**src/rtl/fwd_pkg.sv**
```systemverilog
// Shared definitions for the forwarding / hazard unit.
// Holds the forward-select encoding (register file, EX/MEM lane, MEM/WB lane),
// the hardwired zero register index and the width helpers derived from parameters.
package fwd_pkg;

    localparam int unsigned FWD_RF   = 0;
    localparam int unsigned ZERO_REG = 0;

    // Width of one forward select: RF plus one code per lane per bypass stage.
    function automatic int unsigned calc_fsel_w(input int unsigned lanes);
        return $clog2(2 * lanes + 1);
    endfunction

    // Scoreboard counter width; LOAD_LAT=1 never loads a nonzero value but
    // still needs a one-bit counter to keep the vectors legal.
    function automatic int unsigned calc_cnt_w(input int unsigned load_lat);
        return (load_lat > 1) ? $clog2(load_lat) : 1;
    endfunction

    function automatic int unsigned enc_exmem(input int unsigned lane);
        return 1 + lane;
    endfunction

    function automatic int unsigned enc_memwb(input int unsigned lanes, input int unsigned lane);
        return 1 + lanes + lane;
    endfunction

endpackage

```
**src/rtl/fwd_sel_lane.sv**
```systemverilog
// Bypass select for one EX source operand.
// Ports: src_addr/src_used - operand address and read flag;
//        exmem_rd/exmem_we, memwb_rd/memwb_we - per-lane destinations of the bypass stages;
//        sel - forward select (0 = RF, 1+l = EX/MEM lane l, 1+LANES+l = MEM/WB lane l).
module fwd_sel_lane
    import fwd_pkg::*;
#(
    parameter int unsigned LANES  = 2,
    parameter int unsigned RA_W   = 3,
    parameter int unsigned FSEL_W = calc_fsel_w(LANES)
) (
    input  logic [RA_W-1:0]       src_addr,
    input  logic                  src_used,
    input  logic [LANES*RA_W-1:0] exmem_rd,
    input  logic [LANES-1:0]      exmem_we,
    input  logic [LANES*RA_W-1:0] memwb_rd,
    input  logic [LANES-1:0]      memwb_we,
    output logic [FSEL_W-1:0]     sel
);

    // Ascending scans with last-assignment-wins: the younger lane wins within a
    // stage, and the EX/MEM scan runs last so any EX/MEM hit beats MEM/WB.
    always_comb begin
        sel = FSEL_W'(FWD_RF);
        if (src_used && (src_addr != RA_W'(ZERO_REG))) begin
            for (int unsigned l = 0; l < LANES; l++) begin
                if (memwb_we[l] && (memwb_rd[l*RA_W +: RA_W] == src_addr))
                    sel = FSEL_W'(enc_memwb(LANES, l));
            end
            for (int unsigned l = 0; l < LANES; l++) begin
                if (exmem_we[l] && (exmem_rd[l*RA_W +: RA_W] == src_addr))
                    sel = FSEL_W'(enc_exmem(l));
            end
        end
    end

endmodule

```
**src/rtl/fwd_hazard_unit.sv**
```systemverilog
// Forwarding and load-use hazard unit for the multi-issue pipeline.
// Ports: clk, rst_n (async active-low), flush (sync pipeline flush);
//        id_* - ID bundle (sources, destinations, load flags) for the stall decision;
//        ex_src_* - EX operand addresses; exmem_*/memwb_* - bypass stage destinations;
//        fwd_sel - combinational per-source bypass select; stall - combinational ID hold;
//        stall_cnt - registered saturating count of stalled cycles.
module fwd_hazard_unit
    import fwd_pkg::*;
#(
    parameter int unsigned LANES    = 2,
    parameter int unsigned SRCS     = 3,
    parameter int unsigned RA_W     = 3,
    parameter int unsigned LOAD_LAT = 2,
    // Derived from LANES; do not override.
    parameter int unsigned FSEL_W   = calc_fsel_w(LANES)
) (
    input  logic                         clk,
    input  logic                         rst_n,
    input  logic                         flush,
    input  logic                         id_valid,
    input  logic [LANES*SRCS*RA_W-1:0]   id_src_addr,
    input  logic [LANES*SRCS-1:0]        id_src_used,
    input  logic [LANES*RA_W-1:0]        id_dst_addr,
    input  logic [LANES-1:0]             id_dst_we,
    input  logic [LANES-1:0]             id_is_load,
    input  logic [LANES*SRCS*RA_W-1:0]   ex_src_addr,
    input  logic [LANES*SRCS-1:0]        ex_src_used,
    input  logic [LANES*RA_W-1:0]        exmem_rd,
    input  logic [LANES-1:0]             exmem_we,
    input  logic [LANES*RA_W-1:0]        memwb_rd,
    input  logic [LANES-1:0]             memwb_we,
    output logic [LANES*SRCS*FSEL_W-1:0] fwd_sel,
    output logic                         stall,
    output logic [15:0]                  stall_cnt
);

    localparam int unsigned NSRC  = LANES * SRCS;
    localparam int unsigned NREG  = 1 << RA_W;
    localparam int unsigned CNT_W = calc_cnt_w(LOAD_LAT);
    localparam logic [CNT_W-1:0] CNT_LOAD = CNT_W'(LOAD_LAT - 1);

    logic [CNT_W-1:0] sb_cnt [NREG];
    logic [CNT_W-1:0] sb_nxt [NREG];
    logic             sb_hit_c;
    logic             issue_c;
    logic [LANES-1:0] ex_load;
    logic [LANES-1:0] exmem_load;
    logic             raw_c;
    logic             exmem_load_sel_c;

    // One priority matcher per EX source operand.
    for (genvar i = 0; i < NSRC; i++) begin : g_src
        fwd_sel_lane #(
            .LANES  (LANES),
            .RA_W   (RA_W),
            .FSEL_W (FSEL_W)
        ) u_sel (
            .src_addr (ex_src_addr[i*RA_W +: RA_W]),
            .src_used (ex_src_used[i]),
            .exmem_rd (exmem_rd),
            .exmem_we (exmem_we),
            .memwb_rd (memwb_rd),
            .memwb_we (memwb_we),
            .sel      (fwd_sel[i*FSEL_W +: FSEL_W])
        );
    end

    // Any used nonzero ID source whose load result is not yet forwardable.
    always_comb begin
        sb_hit_c = 1'b0;
        for (int unsigned i = 0; i < NSRC; i++) begin
            if (id_src_used[i] && (id_src_addr[i*RA_W +: RA_W] != RA_W'(ZERO_REG))
                && (sb_cnt[id_src_addr[i*RA_W +: RA_W]] != '0))
                sb_hit_c = 1'b1;
        end
    end

    assign stall   = id_valid & ~flush & sb_hit_c;
    assign issue_c = id_valid & ~stall & ~flush;

    // Scoreboard next state: count down, then apply issuing lanes in ascending
    // order so the higher lane's rule wins on a shared destination.
    always_comb begin
        for (int unsigned r = 0; r < NREG; r++)
            sb_nxt[r] = (sb_cnt[r] != '0) ? sb_cnt[r] - CNT_W'(1) : '0;
        if (flush) begin
            for (int unsigned r = 0; r < NREG; r++)
                sb_nxt[r] = '0;
        end else if (issue_c) begin
            for (int unsigned l = 0; l < LANES; l++) begin
                if (id_dst_we[l] && (id_dst_addr[l*RA_W +: RA_W] != RA_W'(ZERO_REG)))
                    sb_nxt[id_dst_addr[l*RA_W +: RA_W]] = id_is_load[l] ? CNT_LOAD : '0;
            end
        end
    end

    always_ff @(posedge clk or negedge rst_n) begin
        if (!rst_n) sb_cnt <= '{default: '0};
        else        sb_cnt <= sb_nxt;
    end

    // Saturating stall counter; survives flush.
    always_ff @(posedge clk or negedge rst_n) begin
        if (!rst_n)                             stall_cnt <= '0;
        else if (stall && (stall_cnt != 16'hFFFF)) stall_cnt <= stall_cnt + 16'd1;
    end

    // Shadow of which issued lanes are loads as they move through EX and EX/MEM;
    // only used to check that a load is never bypassed from EX/MEM.
    always_ff @(posedge clk or negedge rst_n) begin
        if (!rst_n) begin
            ex_load    <= '0;
            exmem_load <= '0;
        end else begin
            ex_load    <= issue_c ? (id_is_load & id_dst_we) : '0;
            exmem_load <= flush ? '0 : ex_load;
        end
    end

    // Intra-bundle RAW: a younger lane reading an older lane's destination.
    always_comb begin
        raw_c = 1'b0;
        for (int unsigned j = 1; j < LANES; j++)
            for (int unsigned s = 0; s < SRCS; s++)
                for (int unsigned i = 0; i < j; i++)
                    if (id_valid && id_src_used[j*SRCS+s] && id_dst_we[i]
                        && (id_src_addr[(j*SRCS+s)*RA_W +: RA_W] != RA_W'(ZERO_REG))
                        && (id_src_addr[(j*SRCS+s)*RA_W +: RA_W] == id_dst_addr[i*RA_W +: RA_W]))
                        raw_c = 1'b1;
    end

    always_comb begin
        exmem_load_sel_c = 1'b0;
        for (int unsigned i = 0; i < NSRC; i++)
            for (int unsigned l = 0; l < LANES; l++)
                if (exmem_load[l] && (fwd_sel[i*FSEL_W +: FSEL_W] == FSEL_W'(enc_exmem(l))))
                    exmem_load_sel_c = 1'b1;
    end

    a_no_intra_raw: assert property (@(posedge clk) disable iff (!rst_n) !raw_c);
    a_no_exmem_load_fwd: assert property (@(posedge clk) disable iff (!rst_n) !exmem_load_sel_c);

endmodule
```
**config.mk**
```make
export PLATFORM = sky130hd
export DESIGN_NAME = fwd_hazard_unit
export DESIGN_NICKNAME = d
export VERILOG_FILES = /design/src/rtl/fwd_pkg.sv /design/src/rtl/fwd_sel_lane.sv /design/src/rtl/fwd_hazard_unit.sv
export SDC_FILE = /design/constraint.sdc
export NUM_CORES = 1
export LEC_CHECK = 0
export ABC_CLOCK_PERIOD_IN_PS = 8500
export CAP_MARGIN = 5
export CORE_MARGIN = 3
export CORE_UTILIZATION = 45
export CTS_CLUSTER_SIZE = 14
export DETAILED_ROUTE_END_ITERATION = 7
export GPL_TIMING_DRIVEN = 0
export PLACE_DENSITY = 0.92
export SLEW_MARGIN = 30
export SYNTH_ARGS = -nofsm -noshare
export SYNTH_HDL_FRONTEND = slang
export SYNTH_SLANG_ARGS = --single-unit
```
**constraint.sdc**
```tcl
create_clock -name clk -period 8.5 [get_ports clk]
set_input_delay 2.125 -clock clk [delete_from_list [all_inputs] [get_ports clk]]
set_output_delay 2.125 -clock clk [all_outputs]
set_load 0.05 [all_outputs]
```
==> impl_metrics.toml <==
[status]
outcome = "complete, no violations"

[floorplan]
die_area_mm2 = 0.00721
num_rows = 28
die_w_um = 84.9
initial_core_util_pct = 46.8
fp.dieH_um = 84.9
core-area_mm2 = 0.00599
io_pins = 113

[timing]
tightest_slew_ps = 530
rsz0062_at_grt = "no"
fmax_ghz = 0.142
hold_viol_final = 0
finalWorstSetupSlack_ps = 1470
fin_tns_setup_ps = 0
slew_viol_final = 0
finalSetupViolations = 0
slew_headroom_pct = 64.6
finalCriticalPeriod_ps = 7030
finalCritPeriodShare_pct = 82.7
skew_ps = 1.52
hold_slack_ps = 497

[clock_network]
clock_sinks = 23
root_buffer = "clkbuf_8"
h-tree-depth = 1
cts_buffers = 3
ctsHoldBuffers = 0
cts_setup_buffers = 0
clk_pin_slew_ps = 80
clock_path_buffers = 2
clk_latency_ps = 260
ctsResizeCount = 0
cts_tree = "done"

[placement]
pre_cts_ws_ps = 1470
dp_hpwl_um = 6270
dp.cells = 500
port_buffers = 82
gp_congestion = 0.872

[grt]
grt_remaining_overflow = 0
track_usage_pct = 21.7
grt_first_pass_wirelength_um = 13200
grt_pass1_vias = 2888
antenna_found_initial = 0
grt_max_degree = 24

[synth]
synthAdderAreaFrac_pct = 0.447
yosys.area.top_type = "xnor2_1"
synth-xor-area-share_pct = 26.6
synth_nets = 422
yosysWarnings = 0
synthFlopType = "dfrtp_1"
seq_area_frac_synth_pct = 20.5
synth_compound_area_share_pct = 10.5
synthesis.area_mm2 = 0.00280
synthArstFlopShare_pct = 100
synth_area_leaders = "xnor2_1 22%, dfrtp_1 21%, nand4_1 4.9%, mux4_2 4.8%, xor2_1 4.4%"
synth_seq_cells = 23
synth_top_cell_area_share_pct = 22.2
syn_avg_cell_area_um2 = 8.17
synth_mux_area_share_pct = 7.46
synth_cells = 343
post_synth_and_or_nand_nor_area_fraction_pct = 28.5
synth_top_family_by_area = "simple AND/OR/NAND/NOR gates"
synth_edf_count = 0
ys_types = 43

[routing]
dr.pass1.iters = 4
drt_iter0_drc = 160
vias = 2862
finalWirelength_um = 7850
ant_nets = 0
drc = 0
viasPerCell = 5.68
wl_per_cell_um = 15.6

[hold_path]
whs_path_depth = 1
min-delay-path-class = "register to register"

[finish]
mostFrequentLayoutCell = "clkdlybuf4s50_1"
fill_cells = 464
drive_gt1_share_pct = 6.99
antenna_cells = 0
final_nets = 509
synthToLayoutAreaGrowth_pct = 34.2
post-route-util_pct = 62.8
seq_area_um2 = 576
layoutNonFillerInstCount = 504
final_cell_mix = "81 x clkdlybuf4s50_1, 71 x xnor2_1, 31 x nand2_1"
multiInputGateArea_mm2 = 0.00206

[setup_path]
crit_arrival_ps = 4910
reg2regPathDepth = 7
critical_path_class = "input port to output pin"
start_kind = "input port"
crit_path_max_fanout = 9
critical_path_required_ps = 6380
cp-end-kind = "output pin"

[power_and_ir_drop]
power_density_mw_per_mm2 = 112
ir_worst_vdd_uv = 92.5
power_leakage_uw = 0.00132

[run]
maxCapViolations = 0
## cell type report
type,count,share of cell area (%)
plain buffers,34,4.06
multi-input cells,282,54.7
repair buffers,82,21.7
clock buffers,3,1.10
clock inverters,1,0.200
inverters,4,0.399
flip-flops and latches,23,15.3
well taps,75,2.50
## registers in the layout, summed over array words and instances, names as in the netlist
name / flops
sb_cnt: 7
stall_cnt: 16
## final timing paths
kind,startpoint,endpoint,slack [ps]
setup / recovery,id_src_addr[11],stall,1470
hold / removal,stall_cnt[9]$_DFFE_PN0P_,stall_cnt[9]$_DFFE_PN0P_,500
setup reg to reg,sb_cnt[3]$_DFF_PN0_,stall_cnt[1]$_DFFE_PN0P_,6130
hold reg to reg,stall_cnt[9]$_DFFE_PN0P_,stall_cnt[9]$_DFFE_PN0P_,500
max in group asynchronous,rst_n,sb_cnt[6]$_DFF_PN0_,6340
min in group asynchronous,rst_n,stall_cnt[12]$_DFFE_PN0P_,1820
## where the power goes
part | leakage (µW) | switching (µW) | internal [µW]
Clock | 0.0000217 | 34.3 | 33.1
Combinational | 0.000981 | 126 | 93.8
Sequential | 0.000313 | 13.0 | 121
Total | 0.00132 | 174 | 248
## worst max-delay path, stage by stage
cell and delay [ps]:
clkdlybuf4s50_1 520, mux2_2 360, a221oi_1 240, a21oi_1 80
a32o_1 210, or3_1 370, buf_6 160, and2_1 150
clkdlybuf4s50_1 700
## per-layer routing
layer | global-route usage (%) | wire length (µm) | share of wire (%)
met3 | 3.69 | 610 | 7.8
met5 | 0 | 0 | 0
met2 | 38.6 | 3920 | 50
met1 | 26.5 | 3210 | 41
met4 | 7.19 | 114 | 1.5
## cell families after synthesis
logic type	after synthesis
xor gates and xnor gates	85
buffers and inverters	38
AOI/OAI and AO/OA	47
adders and majority gates	1
muxes	13
and+or+nand+nor	136
DFF	23
## per-stage QoR
stage / instance area [µm²] / power [µW]
after floorplan: 2800 / 276
after global placement: 3720 / 349
after detailed placement: 3720 / 356
after CTS: 3760 / 424
after global routing: 3760 / 447
final: 3760 / 421
## synthesized netlist by cell type, types with 2 or more instances
library cell / number
a21oi_1: 17
a21oi_2: 4
a221oi_1: 2
a31oi_1: 4
a32o_1: 2
and2_1: 2
and3_1: 5
and3b_1: 5
and4b_1: 5
buf_1: 3
clkbuf_1: 28
dfrtp_1: 23
inv_1: 4
mux2_2: 2
mux2i_1: 4
mux4_2: 6
nand2_1: 31
nand2b_1: 7
nand3_1: 3
nand3_2: 6
nand4_1: 22
nand4_2: 2
nor2_1: 17
nor2b_1: 5
nor3_1: 11
nor3b_1: 3
nor4bb_1: 2
o21ai_0: 10
o31ai_1: 6
or3_1: 6
xnor2_1: 71
xor2_1: 14
(Power assumes the default switching activity.)
